### config.mk
export PLATFORM = sky130hd
export DESIGN_NAME = mmss_countdown_timer
export DESIGN_NICKNAME = d
export VERILOG_FILES = /design/src/rtl/timer_pkg.sv /design/src/rtl/tick_prescaler.sv /design/src/rtl/mmss_countdown_timer.sv
export SDC_FILE = /design/constraint.sdc
export NUM_CORES = 1
export LEC_CHECK = 0
export BUFFER_PORTS_ARGS = -buffer_cell sky130_fd_sc_hd__buf_2
export CORE_ASPECT_RATIO = 1.1
export CORE_UTILIZATION = 55
export DETAILED_ROUTE_END_ITERATION = 16
export PLACE_DENSITY = 0.76
export SYNTH_ARGS = -nofsm -noshare
export SYNTH_HDL_FRONTEND = slang
export SYNTH_HIERARCHICAL = 1
export SYNTH_SLANG_ARGS = --single-unit
### constraint.sdc
create_clock -name clk -period 5.03 [get_ports clk]
set_clock_uncertainty 0.15 [all_clocks]
set_input_delay 0.7545 -clock clk [delete_from_list [all_inputs] [get_ports clk]]
set_output_delay 0.7545 -clock clk [all_outputs]
set_load 0.01 [all_outputs]
### src/rtl/timer_pkg.sv
// Shared types and widths for the MM:SS timer family (stopwatch / countdown).
package timer_pkg;

    localparam int unsigned SEC_W   = 6;
    localparam int unsigned MIN_W   = 7;
    localparam int unsigned SEC_MAX = 59;

    typedef enum logic [1:0] {
        IDLE  = 2'd0,
        RUN   = 2'd1,
        PAUSE = 2'd2,
        DONE  = 2'd3
    } state_t;

    // Clamp a seconds value into 0..59.
    function automatic logic [SEC_W-1:0] sat_sec(input logic [SEC_W-1:0] s);
        return (s > SEC_W'(SEC_MAX)) ? SEC_W'(SEC_MAX) : s;
    endfunction

endpackage

### src/rtl/tick_prescaler.sv
// Divides clk down to a one-cycle tick every TICK_DIV enabled cycles.
// Ports: clk, rst_n (async, active-low), en (count enable), clr (sync
// phase reset, wins over en), tick (combinational, high on the last
// phase of an enabled cycle).
module tick_prescaler #(
    parameter int unsigned TICK_DIV = 100_000_000
) (
    input  logic clk,
    input  logic rst_n,
    input  logic en,
    input  logic clr,
    output logic tick
);

    localparam int unsigned CNT_W = (TICK_DIV > 1) ? $clog2(TICK_DIV) : 1;
    localparam logic [CNT_W-1:0] CNT_LAST = CNT_W'(TICK_DIV - 1);

    logic [CNT_W-1:0] cnt_q;

    // Tick only fires while enabled, so a masked cycle holds the last phase.
    assign tick = en && (cnt_q == CNT_LAST);

    // Phase counter: cleared, wrapped on tick, advanced only when enabled.
    always_ff @(posedge clk or negedge rst_n) begin
        if (!rst_n) begin
            cnt_q <= '0;
        end else if (clr) begin
            cnt_q <= '0;
        end else if (tick) begin
            cnt_q <= '0;
        end else if (en) begin
            cnt_q <= cnt_q + CNT_W'(1);
        end
    end

endmodule

### src/rtl/mmss_countdown_timer.sv
// Down-counting MM:SS timer with run/pause FSM and 00:00 alarm.
// Ports: clk, rst_n (async, active-low); clear (sync user reset);
// load/load_min/load_sec (preset capture, saturating); start/stop
// (resume/pause pulses); minutes/seconds (current count); running
// (decode of RUN state); expired (1-cycle pulse on reaching 00:00);
// alarm (level, held in DONE until clear or load).
module mmss_countdown_timer
    import timer_pkg::*;
#(
    parameter int unsigned TICK_DIV = 100_000_000,
    parameter int unsigned MAX_MIN  = 99
) (
    input  logic             clk,
    input  logic             rst_n,
    input  logic             clear,
    input  logic             load,
    input  logic [MIN_W-1:0] load_min,
    input  logic [SEC_W-1:0] load_sec,
    input  logic             start,
    input  logic             stop,
    output logic [MIN_W-1:0] minutes,
    output logic [SEC_W-1:0] seconds,
    output logic             running,
    output logic             expired,
    output logic             alarm
);

    state_t           state_q, state_d;
    logic [MIN_W-1:0] min_q, min_d;
    logic [SEC_W-1:0] sec_q, sec_d;
    logic             expired_q, expired_d;
    logic             alarm_q, alarm_d;

    logic             load_ok_c;
    logic             pre_en_c;
    logic             pre_clr_c;
    logic             tick_c;
    logic             count_zero_c;
    logic [MIN_W-1:0] load_min_sat_c;
    logic [SEC_W-1:0] load_sec_sat_c;

    // Load is ignored while running; it otherwise restarts the phase.
    assign load_ok_c = load && (state_q != RUN);

    // Prescaler runs only in RUN; a stop (or clear) freezes its phase so
    // a pending tick is deferred to the first cycle after resume.
    assign pre_en_c  = (state_q == RUN) && !stop && !clear;
    assign pre_clr_c = clear || load_ok_c;

    tick_prescaler #(
        .TICK_DIV(TICK_DIV)
    ) u_prescaler (
        .clk  (clk),
        .rst_n(rst_n),
        .en   (pre_en_c),
        .clr  (pre_clr_c),
        .tick (tick_c)
    );

    // Preset saturation.
    assign load_sec_sat_c = sat_sec(load_sec);
    assign load_min_sat_c = (load_min > MIN_W'(MAX_MIN)) ? MIN_W'(MAX_MIN) : load_min;

    assign count_zero_c = (min_q == '0) && (sec_q == '0);

    // State and count registers.
    always_ff @(posedge clk or negedge rst_n) begin
        if (!rst_n) begin
            state_q   <= IDLE;
            min_q     <= '0;
            sec_q     <= '0;
            expired_q <= 1'b0;
            alarm_q   <= 1'b0;
        end else begin
            state_q   <= state_d;
            min_q     <= min_d;
            sec_q     <= sec_d;
            expired_q <= expired_d;
            alarm_q   <= alarm_d;
        end
    end

    // Next-state, borrow down-counter and alarm logic.
    // Priority: clear > load > stop > start.
    always_comb begin
        state_d   = state_q;
        min_d     = min_q;
        sec_d     = sec_q;
        expired_d = 1'b0;
        alarm_d   = alarm_q;

        if (clear) begin
            state_d = IDLE;
            min_d   = '0;
            sec_d   = '0;
            alarm_d = 1'b0;
        end else if (load_ok_c) begin
            state_d = IDLE;
            min_d   = load_min_sat_c;
            sec_d   = load_sec_sat_c;
            alarm_d = 1'b0;
        end else begin
            case (state_q)
                IDLE: begin
                    if (start && !stop && !count_zero_c) begin
                        state_d = RUN;
                    end
                end
                RUN: begin
                    if (stop) begin
                        state_d = PAUSE;
                    end else if (tick_c) begin
                        // RUN is never entered at 00:00, so a borrow always
                        // has a nonzero minute to take from.
                        if (sec_q != '0) begin
                            sec_d = sec_q - SEC_W'(1);
                        end else begin
                            sec_d = SEC_W'(SEC_MAX);
                            min_d = min_q - MIN_W'(1);
                        end
                        if ((min_q == '0) && (sec_q == SEC_W'(1))) begin
                            state_d   = DONE;
                            expired_d = 1'b1;
                            alarm_d   = 1'b1;
                        end
                    end
                end
                PAUSE: begin
                    if (start && !stop) begin
                        state_d = RUN;
                    end
                end
                DONE: begin
                    state_d = DONE;
                end
                default: begin
                    state_d = IDLE;
                end
            endcase
        end
    end

    assign minutes = min_q;
    assign seconds = sec_q;
    assign expired = expired_q;
    assign alarm   = alarm_q;
    assign running = (state_q == RUN);

endmodule

=== Word-level counts from Yosys, hierarchy flattened ===
Index checks and enable logic that the tools add are counted.

* Add/subtract/negate cells: 3
* $lt $le $gt $ge: 2
* Eq/ne operators: 12
* Multiplexer cells: 37
* Reductions and logical operators: 24

{| class="wikitable"
|+ Operator list
! kind !! number
|-
| 2-to-1 mux 27 bit || 3
|-
| 2-to-1 mux 7 bit || 7
|-
| 2-to-1 mux 6 bit || 7
|-
| adder 27 x 1 -> 27 bit (second input constant) || 1
|-
| == test 27 bit (second input constant) || 1
|-
| 2-to-1 mux 2 bit || 7
|-
| 2-to-1 mux 1 bit || 12
|-
| AND reduction 4 bit || 3
|-
| nonzero test 3 bit || 4
|-
| inequality test 5 x 3 -> 1 bit (second input constant) || 2
|-
| logical AND 1 bit || 8
|-
| inequality test 4 bit (second input constant) || 2
|-
| one-hot mux 2 bit (4 select lines) || 1
|-
| > comparator 7 bit (second input constant) || 1
|-
| logical NOT 7 bit || 1
|-
| subtractor 7 x 1 -> 7 bit (second input constant) || 1
|-
| == test 6 x 1 -> 1 bit (second input constant) || 1
|-
| > comparator 6 bit (second input constant) || 1
|-
| logical NOT 6 bit || 1
|-
| nonzero test 6 bit || 1
|-
| subtractor 6 x 1 -> 6 bit (second input constant) || 1
|-
| == test 2 bit (second input constant) || 2
|-
| logical NOT 1 bit || 3
|-
| inequality test 3 x 2 -> 1 bit (second input constant) || 1
|-
| 6 further kinds || 6
|}

* Register bits after elaboration: 44
* Input port bits: 19
* Output and inout bits: 16
* Logic and storage cells: 84

=== Depth between registers and ports, before layout ===
Gate-level depths: netlist of run 1.

* Word-level depth: 9
* Gate-level depth with buffers: 13
* Depth with buffers taken out: 10

=== Modules after synthesis ===
Netlist of run 1, hierarchy kept.

{| class="wikitable"
|+ By module, submodules not included
! module !! instances !! cells an instance !! area an instance (µm²) !! sequential area each (µm²)
|-
| tick_prescaler || 1 || 172 || 1590.3 || 675.6
|-
| mmss_countdown_timer || 1 || 129 || 1172.4 || 425.4
|}

=== Worst setup path before layout of run 1 ===
Ideal clock, no wire load.

* Path kind: in2reg
* Start point: input port clear
* End point: register min_q[6] (netlist: minutes[6])
* Setup time: 0.099 ns
* Arrival time: 3.181 ns
* Required time: 4.781 ns
* Setup slack: 1.600 ns
* Stages on the path: 12
* Buffers on the path: 3
* Cell sequence: clkbuf_1 > clkbuf_1 > nor3_1 > buf_4 > nand4b_1 > nor4_2 > nand2_1 > inv_1 > and4bb_2 > nand3_4 > or4_1 > a311oi_1

* Word-level cells in the longest chain between the ends: 5
* Elaborated cells on any way between the ends: 9
* Classes of those cells: 2 x eq/ne; 1 x mux; 6 x reduce/logical

{| class="wikitable"
|+ RTL lines
! item !! line !! source
|-
| from (decl) || mmss_countdown_timer.sv:15 || <nowiki>input logic clear,</nowiki>
|-
| logical NOT 1 bit || mmss_countdown_timer.sv:47 || <nowiki>assign pre_en_c = (state_q == RUN) && !stop && !clear;</nowiki>
|-
| logical AND 1 bit || mmss_countdown_timer.sv:47 ||
|-
| net pre_en_c || mmss_countdown_timer.sv:35 || <nowiki>logic pre_en_c;</nowiki>
|-
| logical AND 1 bit || tick_prescaler.sv:21 || <nowiki>assign tick = en && (cnt_q == CNT_LAST);</nowiki>
|-
| net tick_c || mmss_countdown_timer.sv:37 || <nowiki>logic tick_c;</nowiki>
|-
| nonzero test 3 bit (no line) || n/a ||
|-
| AND reduction 4 bit (no line) || n/a ||
|-
| to (signal assigned) || mmss_countdown_timer.sv:76 || <nowiki>min_q <= min_d;</nowiki>
|-
| to (decl) || mmss_countdown_timer.sv:29 || <nowiki>logic [MIN_W-1:0] min_q, min_d;</nowiki>
|}

The timed path passes the listed nets, and every way through them passes these cells.
A chain may end at the register's enable or synchronous reset.

=== Worst setup path in the final report of run 1 ===
* Start point: register state_q[1]
* End point: register min_q[6] (netlist: minutes[6])

* Word-level cells in the longest chain between the ends: 6
* Elaborated cells on any way between the ends: 13
* Classes of those cells: 4 x eq/ne; 2 x mux; 7 x reduce/logical

{| class="wikitable"
|+ RTL lines
! item !! line !! source
|-
| from (decl) || mmss_countdown_timer.sv:28 || <nowiki>state_t state_q, state_d;</nowiki>
|-
| from (signal assigned) || mmss_countdown_timer.sv:75 || <nowiki>state_q <= state_d;</nowiki>
|-
| == test 2 x 1 -> 1 bit || mmss_countdown_timer.sv:47 ||
|-
| logical AND 1 bit (2 in a row) || mmss_countdown_timer.sv:47 ||
|-
| net pre_en_c || mmss_countdown_timer.sv:35 ||
|-
| logical AND 1 bit || tick_prescaler.sv:21 ||
|-
| net tick_c || mmss_countdown_timer.sv:37 ||
|-
| nonzero test 3 bit (no line) || n/a ||
|-
| AND reduction 4 bit (no line) || n/a ||
|}

The timed path passes the listed nets, and every way through them passes these cells.

==> flow_metrics.env, run 1 <==
export IMPL_status="completed"
export IMPL_grt_setup_unrepaired="false"
export IMPL_layout_worst_path_cycle_share_pct=67.86
export IMPL_vias=2386
export IMPL_yosysSeqAreaShare_pct=39.86
export IMPL_slew_viol_final=0
export IMPL_grt_pass1_vias=2224
export IMPL_dpl_hpwl_um=4250
export IMPL_clockBufferDepth=2
export IMPL_startpoint_type="flop"
export IMPL_critPathKind="flop to flop"
export IMPL_cts_tree="built"
export IMPL_async_flop_share_pct=100.0
export IMPL_postRouteWirelength_um=6021
export IMPL_post_drt_wl_per_cell_um=15.48
export IMPL_hold_class="flop to flop"
export IMPL_dieArea_mm2=0.005311
export IMPL_post_cts_buffers=0
export IMPL_syn_area_mm2=0.002763
export IMPL_cp_data_arrival_time_ps=3490
export IMPL_gp_congestion=0.8889
export IMPL_setup_tns_ps=0
export IMPL_ios=35
export IMPL_hold_start="alarm"
export IMPL_ys_types=67
export IMPL_critPathMaxFanout=19
export IMPL_synth_adder_area_share_pct=2.264
export IMPL_synth_xor_area_share_pct=7.609
export IMPL_drt_first_pass_iters=4
export IMPL_required_ps=5100
export IMPL_p_per_area_mw_per_mm2=230.8
export IMPL_maxCapViolCount=0
export IMPL_fin_util_pct=64.36
export IMPL_rows=26
export IMPL_hold_ws_ps=361.5
export IMPL_grt_usage_pct=23.78
export IMPL_diodes=0
export IMPL_portBuffers=34
export IMPL_syn_nets=325
export IMPL_cts_hold_buffers=0
export IMPL_r2r_worst_path_cells=11
export IMPL_reg2reg_from="state_q[1]"
export IMPL_synthSimpleGateAreaFrac_pct=32.38
export IMPL_fmaxAchievable_ghz=0.2930
export IMPL_hold_viol_final=0
export IMPL_fp_dieH_um=76.33
export IMPL_grt_max_degree=45
export IMPL_p_leak_nw=1.261
export IMPL_p_total_mw=0.7056
export IMPL_yosys_warnings=6
export IMPL_drc=0
export IMPL_synth_top_family_by_area="simple AND/OR/NAND/NOR gates"
export IMPL_ir_worst_vdd_mv=0.1372
export IMPL_r2r_slack_ps=1620
export IMPL_insertion_delay_ps=310
export IMPL_setup_violations=0
export IMPL_drive_gt1_share_pct=18.02
export IMPL_drt_iter0_markers=112
export IMPL_grt_remaining_overflow=0
export IMPL_cts_resized=0
export IMPL_grt_pass1_wl_um=10250
export IMPL_antenna_found_initial=0
export IMPL_syn2layout_area_growth_pct=10.64
export IMPL_layout_common_cells="44 x nor2_1, 44 x dfrtp_1, 34 x buf_2, 16 x nand4_1"
export IMPL_final_fill_count=416
export IMPL_slew_limit_headroom_pct=34.49
export IMPL_cts_made_buffers=5
export IMPL_die_width_um=69.58
export IMPL_core_mm2=0.004750
export IMPL_synth_edf_count=0
export IMPL_cts_sinks=44
export IMPL_htreeDepth=2
export IMPL_synth_seq_cells=44
export IMPL_ys_flop_type="dfrtp_1"
export IMPL_synth_compound_area_share_pct=12.95
export IMPL_layout_min_cycle_time_ps=3413
export IMPL_endpoint_kind="flop"
export IMPL_synthesis_instances=301
export IMPL_whs_path_depth=2
export IMPL_viasPerCell=6.134
export IMPL_worst_pin_slew_ps=982.6
export IMPL_nNetsFinal=356
export IMPL_muxShareOfSynthArea_pct=1.132
export IMPL_start_util_pct=58.17
export IMPL_root_buffer="clkbuf_8"
export IMPL_r2r_end="minutes[6]"
export IMPL_ant_nets=0
export IMPL_clk_pin_slew_ps=100
export IMPL_avgSynthCellArea_um2=9.178
export IMPL_min_to="alarm"
layout make-up:
| cell class | instances | area, µm² | share of cell area (%) |
|---|---|---|---|
| Timing Repair Buffer | 35 | 177.7 | 5.813 |
| Inverter | 15 | 56.30 | 1.842 |
| Tap cell | 56 | 70.07 | 2.292 |
| Clock buffer | 5 | 68.82 | 2.251 |
| Clock inverter | 3 | 26.28 | 0.8596 |
| Multi-Input combinational cell | 231 | 1556 | 50.92 |
| Sequential cell | 44 | 1101 | 36.02 |
cell usage after synthesis, types with 2 or more instances:
library cell	instances	area, µm²
a211oi_1	5	37.54
a21boi_0	2	15.01
a21oi_1	9	45.04
a311oi_1	4	35.03
a32o_1	3	30.03
and2_1	2	12.51
and3_1	5	31.28
and4_1	4	35.03
buf_2	3	15.01
clkbuf_1	7	26.28
dfrtp_1	44	1101
ha_1	5	62.56
inv_1	15	56.30
mux2i_1	2	20.02
nand2_1	15	56.30
nand2b_1	5	31.28
nand3_1	11	55.05
nand3b_1	2	15.01
nand4_1	16	100.1
nor2_1	44	165.2
nor3_1	10	50.05
nor3_4	2	32.53
nor3b_1	2	15.01
nor4_1	4	25.02
nor4bb_1	2	20.02
o211ai_1	2	15.01
o21ai_0	3	15.01
o21ai_1	2	10.01
o31ai_1	3	22.52
o32ai_1	2	17.52
or2_2	2	12.51
or3_1	5	31.28
or4_1	3	22.52
xnor2_1	12	105.1
xor2_1	12	105.1
metal layers:
layer	GRT usage [%]	vias up	routed length (µm)
li1	-	1178	-
met1	29.46	1142	2623
met2	41.36	57	3065
met3	4.233	9	236
met4	8.367	0	96
met5	0	-	0
critical path, cell delays in order, from the launching register on:
cell and delay, ps:
dfrtp_1 450, nand2b_1 250, nor3_1 160, buf_4 240, nand4b_1 130, nor4_2 290
nand2_1 150, inv_1 120, and4bb_2 470, nand3_4 160, or4_1 490, a311oi_1 260
worst max path at each step:
| stage | from | end | cells past startpoint |
|---|---|---|---|
| floorplan | clear | minutes[6] | 12 |
| global placement | clear | minutes[6] | 11 |
| detailed placement | clear | minutes[5] | 11 |
| CTS | clear | minutes[5] | 11 |
| global route | state_q[1] | minutes[6] | 11 |
| finish | state_q[1] | minutes[6] | 11 |
flip-flops by register name, summed over array words and instances, names as in the netlist:
name / cells
u_prescaler/cnt_q: 27
minutes: 7
seconds: 6
state_q: 2
alarm: 1
expired: 1
power breakdown:
part	internal, mW	switching [mW]
sequential	0.362	0.0120
combinational	0.0349	0.0592
clock	0.102	0.136
total	0.499	0.207
cells by family (layout without fill, tap and decap cells):
| family | Yosys count | count (layout) |
|---|---|---|
| adders and majority gates | 5 | 5 |
| DFF | 44 | 44 |
| xor gates and xnor gates | 24 | 24 |
| and+or+nand+nor | 151 | 151 |
| muxes | 3 | 3 |
| buffers and inverters | 26 | 58 |
| AOI/OAI and AO/OA | 48 | 48 |
stage by stage:
step | instances | worst slack (ps) | cell area [µm²]
floorplan | 301 | 1600 | 2763
global placement | 381 | 1359 | 2962
detailed placement | 381 | 1297 | 2962
CTS | 389 | 1619 | 3057
global route | 389 | 1366 | 3057
finish | 389 | 1617 | 3057
Note: power is estimated with default switching activity, not from simulation.
==> run 2, diff against run 1 <==
--- a/config.mk
+++ b/config.mk
@@ -5,6 +5,7 @@
 export SDC_FILE = /design/constraint.sdc
 export NUM_CORES = 1
 export LEC_CHECK = 0
+export ABC_AREA = 1
 export BUFFER_PORTS_ARGS = -buffer_cell sky130_fd_sc_hd__buf_2
 export CORE_ASPECT_RATIO = 1.1
 export CORE_UTILIZATION = 55
==> constraint.sdc (replaced) <==
create_clock -name clk -period 3.2 [get_ports clk]
set_clock_uncertainty 0.15 [all_clocks]
set_input_delay 0.48 -clock clk [delete_from_list [all_inputs] [get_ports clk]]
set_output_delay 0.48 -clock clk [all_outputs]
set_load 0.01 [all_outputs]
==> run 2 against run 1 <==
Net effect: clock power is 53% higher; core utilization is 0.73 points higher; register-to-register slack worse by 790 ps; synthesized cell count is 46% higher; routed wire length is 16% higher; total power is 100% higher; global-route usage is 3.1 points higher; cell count is 42% higher; critical path depth is 1 higher; design area is 9.3% higher; sequential power is 74% higher.
==> flow_metrics.env, run 2 <==
export IMPL_top_register="u_prescaler/cnt_q"
export IMPL_r2r_slack_ps=830
export IMPL_post_cts_buffers=0
export IMPL_ys_flop_type="dfrtp_1"
export IMPL_grt_busiest_layer="met2"
export IMPL_netlist_top_cells_area="dfrtp_1 37%, nand2_1 16%, nor2_1 9.1%"
export IMPL_die_width_um=72.48
export IMPL_layout_worst_path_cycle_share_pct=74.22
export IMPL_grt_remaining_overflow=0
export IMPL_status="completed"
export IMPL_synth_most_common_cell="nand2_1"
export IMPL_maxCapViolCount=0
export IMPL_viasPerCell=5.203
export IMPL_required_ps=3230
export IMPL_critPathMaxFanout=5
export IMPL_fmaxAchievable_ghz=0.4211
export IMPL_drt_first_pass_iters=5
export IMPL_portBuffers=34
export IMPL_synth_top_cell_area_share_pct=36.64
export IMPL_clockPowerShare_pct=25.5
export IMPL_cts_sinks=44
export IMPL_synth_seq_cells=44
export IMPL_switching_power_mw=0.5045
export IMPL_power_frac_seq_pct=45.7
export IMPL_use_met1_pct=32.31
export IMPL_ant_nets=0
export IMPL_cp_data_arrival_time_ps=2410
export IMPL_worst_pin_slew_ps=981.0
export IMPL_use_met2_pct=48.04
export IMPL_final_fill_count=512
export IMPL_dieArea_mm2=0.005764
export IMPL_power_frac_comb_pct=28.7
export IMPL_gp_congestion=0.9594
export IMPL_synth_common_cells="126 x nand2_1, 73 x nor2_1, 53 x inv_1"
export IMPL_dpl_hpwl_um=5388
export IMPL_path_delay_family="simple AND/OR/NAND/NOR gates"
export IMPL_rows=27
export IMPL_endpoint_kind="flop"
export IMPL_startpoint_type="flop"
export IMPL_hold_ws_ps=188.7
export IMPL_core_mm2=0.005135
export IMPL_fp_dieH_um=79.53
export IMPL_clk_pin_slew_ps=80
export IMPL_mostFrequentLayoutCell="nand2_1"
export IMPL_multiInputGateArea_mm2=0.001660
export IMPL_register_area_mm2=0.001101
export IMPL_setup_tns_ps=0
export IMPL_postRouteWirelength_um=7010
export IMPL_drc=0
export IMPL_cts_hold_buffers=0
export IMPL_critPathKind="flop to flop"
export IMPL_slew_viol_final=0
export IMPL_syn_area_mm2=0.003005
export IMPL_grt_setup_unrepaired="false"
export IMPL_insertion_delay_ps=290
export IMPL_synth_edf_count=0
export IMPL_layout_common_cells="126 x nand2_1, 73 x nor2_1, 53 x inv_1, 44 x dfrtp_1, 34 x buf_2"
export IMPL_vias=2867
export IMPL_drive_gt1_share_pct=17.12
export IMPL_layout_min_cycle_time_ps=2375
export IMPL_p_total_mw=1.427
export IMPL_power_internal_mw=0.9225
export IMPL_hold_class="input pin to async pin"
export IMPL_start_util_pct=58.53
export IMPL_root_buffer="clkbuf_8"
export IMPL_htreeDepth=2
export IMPL_grt_pass1_vias=2739
export IMPL_slew_limit_headroom_pct=34.60
export IMPL_cts_made_buffers=5
export IMPL_syn_nets=463
export IMPL_syn2layout_area_growth_pct=11.20
export IMPL_yosysSeqAreaShare_pct=36.64
export IMPL_nNetsFinal=502
export IMPL_critPathBufInv=1
export IMPL_clockBufferDepth=2
export IMPL_ys_types=31
export IMPL_largest_register_ffs=27
export IMPL_grt_max_degree=45
export IMPL_yosys_warnings=6
export IMPL_crit_path_max_incr_delay_ps=470
export IMPL_p_per_area_mw_per_mm2=427.0
export IMPL_post_drt_wl_per_cell_um=12.72
export IMPL_cts_resized=0
export IMPL_swShare_pct=35.35
export IMPL_p_leak_nw=1.572
export IMPL_ios=35
export IMPL_synth_top_area_cell="dfrtp_1"
export IMPL_cts_tree="built"
export IMPL_drt_iter0_markers=213
export IMPL_crit_slowest_cell="dfrtp_1"
export IMPL_setup_violations=0
export IMPL_grt_pass1_wl_um=11970
export IMPL_antenna_found_initial=0
export IMPL_avgSynthCellArea_um2=6.846
export IMPL_met3_usage_pct=3.788
export IMPL_path_cells="nor2_4 -> nand2_1 -> nor2_1 -> nand2_1 -> nor2_1 -> nand3_1 -> nor2_1 -> nand3_4 -> o21ai_2 -> inv_2 -> nand2_1 -> o21ai_2"
export IMPL_diodes=0
export IMPL_ir_worst_vdd_mv=0.2889
export IMPL_hold_viol_final=0
export IMPL_async_flop_share_pct=100.0
export IMPL_grt_usage_pct=26.92
export IMPL_synthesis_instances=439
-- run 2: layer usage --
| metal | vias up | wire length, µm |
|---|---|---|
| met1 | 1309 | 2973 |
| met2 | 90 | 3600 |
| met5 | - | 0 |
| li1 | 1450 | - |
| met4 | 0 | 184 |
| met3 | 18 | 251 |
-- run 2: path summary, 6_finish.rpt --
check,startpoint,to,depth (start not counted)
min in group clk,load_sec[4],seconds[4],3
hold / removal,rst_n,u_prescaler/cnt_q[13],1
max in group asynchronous,rst_n,state_q[1],1
setup reg to reg,state_q[1],minutes[4],12
setup / recovery,state_q[1],minutes[4],12
hold reg to reg,alarm,alarm,2
-- run 2: kinds of logic (layout without fill, tap and decap cells) --
| family | after synthesis | after routing | synth area share [%] |
|---|---|---|---|
| AND/OR/NAND/NOR | 276 | 276 | 41.92 |
| flip-flops | 44 | 44 | 36.64 |
| AO/OA/AOI/OAI | 41 | 41 | 8.035 |
| XOR/XNOR | 11 | 11 | 3.206 |
| buffers and inverters | 62 | 102 | 8.118 |
| adder cells (fa/ha/maj) | 5 | 5 | 2.082 |
-- run 2: power by group through the flow --
stage                     Combinational [mW]  Clock [mW]  Sequential [mW]
after floorplan                        0.274           0            0.670
after global placement                 0.409           0            0.661
final                                  0.410       0.364            0.652
after global routing                   0.471       0.395            0.660
after CTS                              0.413       0.372            0.650
after detailed placement               0.413           0            0.660
-- run 2: area by class of cell --
cell class,instances,area share [%]
inverters,59,6.664
clock buffers,8,2.696
repair buffers,35,5.316
well taps,72,2.696
flip-flops and latches,44,32.95
multi-input cells,333,49.68
-- run 2: through the flow --
stage,cell area [µm²],instances,worst slack (ps),util (%)
floorplan,3005,439,1012,-
global placement,3252,543,860.2,63.33
detailed placement,3252,543,811.1,63.33
CTS,3342,551,813.6,65.08
global route,3342,551,570.3,65.08
finish,3342,551,825.0,65.08
-- run 2: worst register-to-register path, cell delays in order, from the launching register on --
cell and delay (ps):
dfrtp_1 470, nor2_4 240, nand2_1 70, nor2_1 200
nand2_1 80, nor2_1 130, nand3_1 80, nor2_1 250
nand3_4 140, o21ai_2 230, inv_2 90, nand2_1 80
o21ai_2 50
==> run 3, diff against run 2 <==
==> constraint.sdc (replaced) <==
create_clock -name clk -period 2.2 [get_ports clk]
set_clock_uncertainty 0.15 [all_clocks]
set_input_delay 0.33 -clock clk [delete_from_list [all_inputs] [get_ports clk]]
set_output_delay 0.33 -clock clk [all_outputs]
set_load 0.01 [all_outputs]
==> run 3 against run 2 <==
Net effect: first-iteration DRC count down 48%; clock-buffer cell count down 3; fmax up 16%; critical path depth up 1; global-route usage up 0.30 points; die area unchanged; cell count up 1.1%; non-clock buffer count up 9; routed wire length up 0.40%; sequential cell count unchanged; largest power group unchanged.
==> flow_metrics.env, run 3 (same netlist as run 2, synthesis figures left out) <==
export IMPL_place_area_mm2=0.003324
export IMPL_drc=0
export IMPL_setup_violations=0
export IMPL_clockBufferDepth=2
export IMPL_dieArea_mm2=0.005764
export IMPL_grt_pass1_vias=2807
export IMPL_insertion_delay_ps=290
export IMPL_cts_made_buffers=5
export IMPL_place_ws_ps=95.22
export IMPL_layout_common_cells="126 x nand2_1, 70 x nor2_1, 53 x inv_1, 44 x dfrtp_1, 34 x buf_2"
export IMPL_ant_nets=0
export IMPL_endpoint_kind="flop"
export IMPL_status="completed"
export IMPL_hold_viol_final=0
export IMPL_largest_register_ffs=27
export IMPL_core_mm2=0.005135
export IMPL_rows=27
export IMPL_crit_path_max_incr_delay_ps=370
export IMPL_syn2layout_area_growth_pct=13.74
export IMPL_grt_remaining_overflow=0
export IMPL_placed_cells=551
export IMPL_critPathBufInv=2
export IMPL_diodes=0
export IMPL_layout_worst_path_cycle_share_pct=93.26
export IMPL_cp_data_arrival_time_ps=2130
export IMPL_worst_pin_slew_ps=537.8
export IMPL_clk_pin_slew_ps=80
export IMPL_post_cts_buffers=0
export IMPL_portBuffers=34
export IMPL_post_drt_wl_per_cell_um=12.64
export IMPL_path_delay_family="simple AND/OR/NAND/NOR gates"
export IMPL_vias=2870
export IMPL_fin_util_pct=66.57
export IMPL_mostFrequentLayoutCell="nand2_1"
export IMPL_viasPerCell=5.153
export IMPL_required_ps=2280
export IMPL_cts_tree="built"
export IMPL_slew_viol_final=0
export IMPL_hold_class="input pin to flop"
export IMPL_final_area_mm2=0.003418
export IMPL_grt_pass1_wl_um=12210
export IMPL_fmaxAchievable_ghz=0.4874
export IMPL_dpl_hpwl_um=5608
export IMPL_grt_usage_pct=27.22
export IMPL_grt_setup_unrepaired="false"
export IMPL_p_per_area_mw_per_mm2=597.3
export IMPL_die_width_um=72.48
export IMPL_grt_max_degree=24
export IMPL_start_util_pct=58.53
export IMPL_ir_worst_vdd_mv=0.4228
export IMPL_nNetsFinal=511
export IMPL_drt_first_pass_iters=4
export IMPL_setup_tns_ps=0
export IMPL_layout_min_cycle_time_ps=2052
export IMPL_setup_ws_ps=148.2
export IMPL_p_leak_nw=1.610
export IMPL_fp_dieH_um=79.53
export IMPL_critPathMaxFanout=5
export IMPL_path_cells="ha_1 -> nand2_1 -> nor2_2 -> nand2_2 -> inv_1 -> nand2_1 -> nor2_2 -> nand3_4 -> clkinv_2 -> nor2_4 -> nor2_4 -> nand2_2 -> o21ai_2"
export IMPL_cts_sinks=44
export IMPL_htreeDepth=2
export IMPL_antenna_found_initial=0
export IMPL_ios=35
export IMPL_critPathKind="flop to flop"
export IMPL_hold_ws_ps=156.4
export IMPL_maxCapViolCount=0
export IMPL_fin_cells=557
export IMPL_root_buffer="clkbuf_8"
export IMPL_postRouteWirelength_um=7038
export IMPL_gp_congestion=0.9119
export IMPL_drive_gt1_share_pct=18.97
export IMPL_crit_slowest_cell="dfrtp_1"
export IMPL_startpoint_type="flop"
export IMPL_drt_iter0_markers=111
export IMPL_top_register="u_prescaler/cnt_q"
export IMPL_p_total_mw=2.042
export IMPL_slew_limit_headroom_pct=64.15
run 3: cell types whose count changed in the layout (fill, tap and decap cells not counted), sizes merged:
cell and change:
buf +8, clkbuf -3, dlygate4sd3 +1
run 3: final cells by class:
cell class                      count  area (µm²)
Sequential cell                    44        1101
Fill cell                         503        1717
Inverter                           59       222.7
Timing Repair Buffer               44       260.3
Multi-Input combinational cell    333        1675
Tap cell                           72       90.09
Clock buffer                        5       68.82
run 3: layer usage:
layer  GRT usage (%)  vias up  share of wire (%)
met2           50.37       61                 52
li1                -     1463                  -
met4           10.00        0                2.4
met1           31.38     1332                 43
met3           3.914       14                2.9
met5               0        -                  0
run 3: worst paths after layout:
| check | cells after the start | slack (ps) | endpoint | start |
|---|---|---|---|---|
| max in group asynchronous | 3 | 1000 | state_q[1] | rst_n |
| worst max-delay path | 13 | 150 | minutes[2] | u_prescaler/cnt_q[1] |
| min in group asynchronous | 2 | 390 | u_prescaler/cnt_q[12] | rst_n |
| worst max register to register | 13 | 150 | minutes[2] | u_prescaler/cnt_q[1] |
| worst min-delay path | 3 | 160 | seconds[4] | load_sec[4] |
| worst min register to register | 2 | 360 | alarm | alarm |
run 3: what timing repair did:
item,4_1_cts,5_1_grt
hold buffers,1,0
gates resized for setup,0,4
hold endpoints to repair,22,0
endpoints found under the setup margin,0,12
run 3: worst reg2reg max path, delay by kind of cell, from the launching register on:
kind            cells  cell delay (ps)
buf+inv             2              140
compound gates      1              120
simple gates        9             1040
flops               1              370
fa+ha+maj           1              180
run 3: power breakdown:
part           leakage, nW  internal (mW)  switching (mW)  total, mW
registers            0.601          0.872          0.0738      0.946
clock network       0.0359          0.205           0.257      0.462
logic                0.973          0.234           0.400      0.634
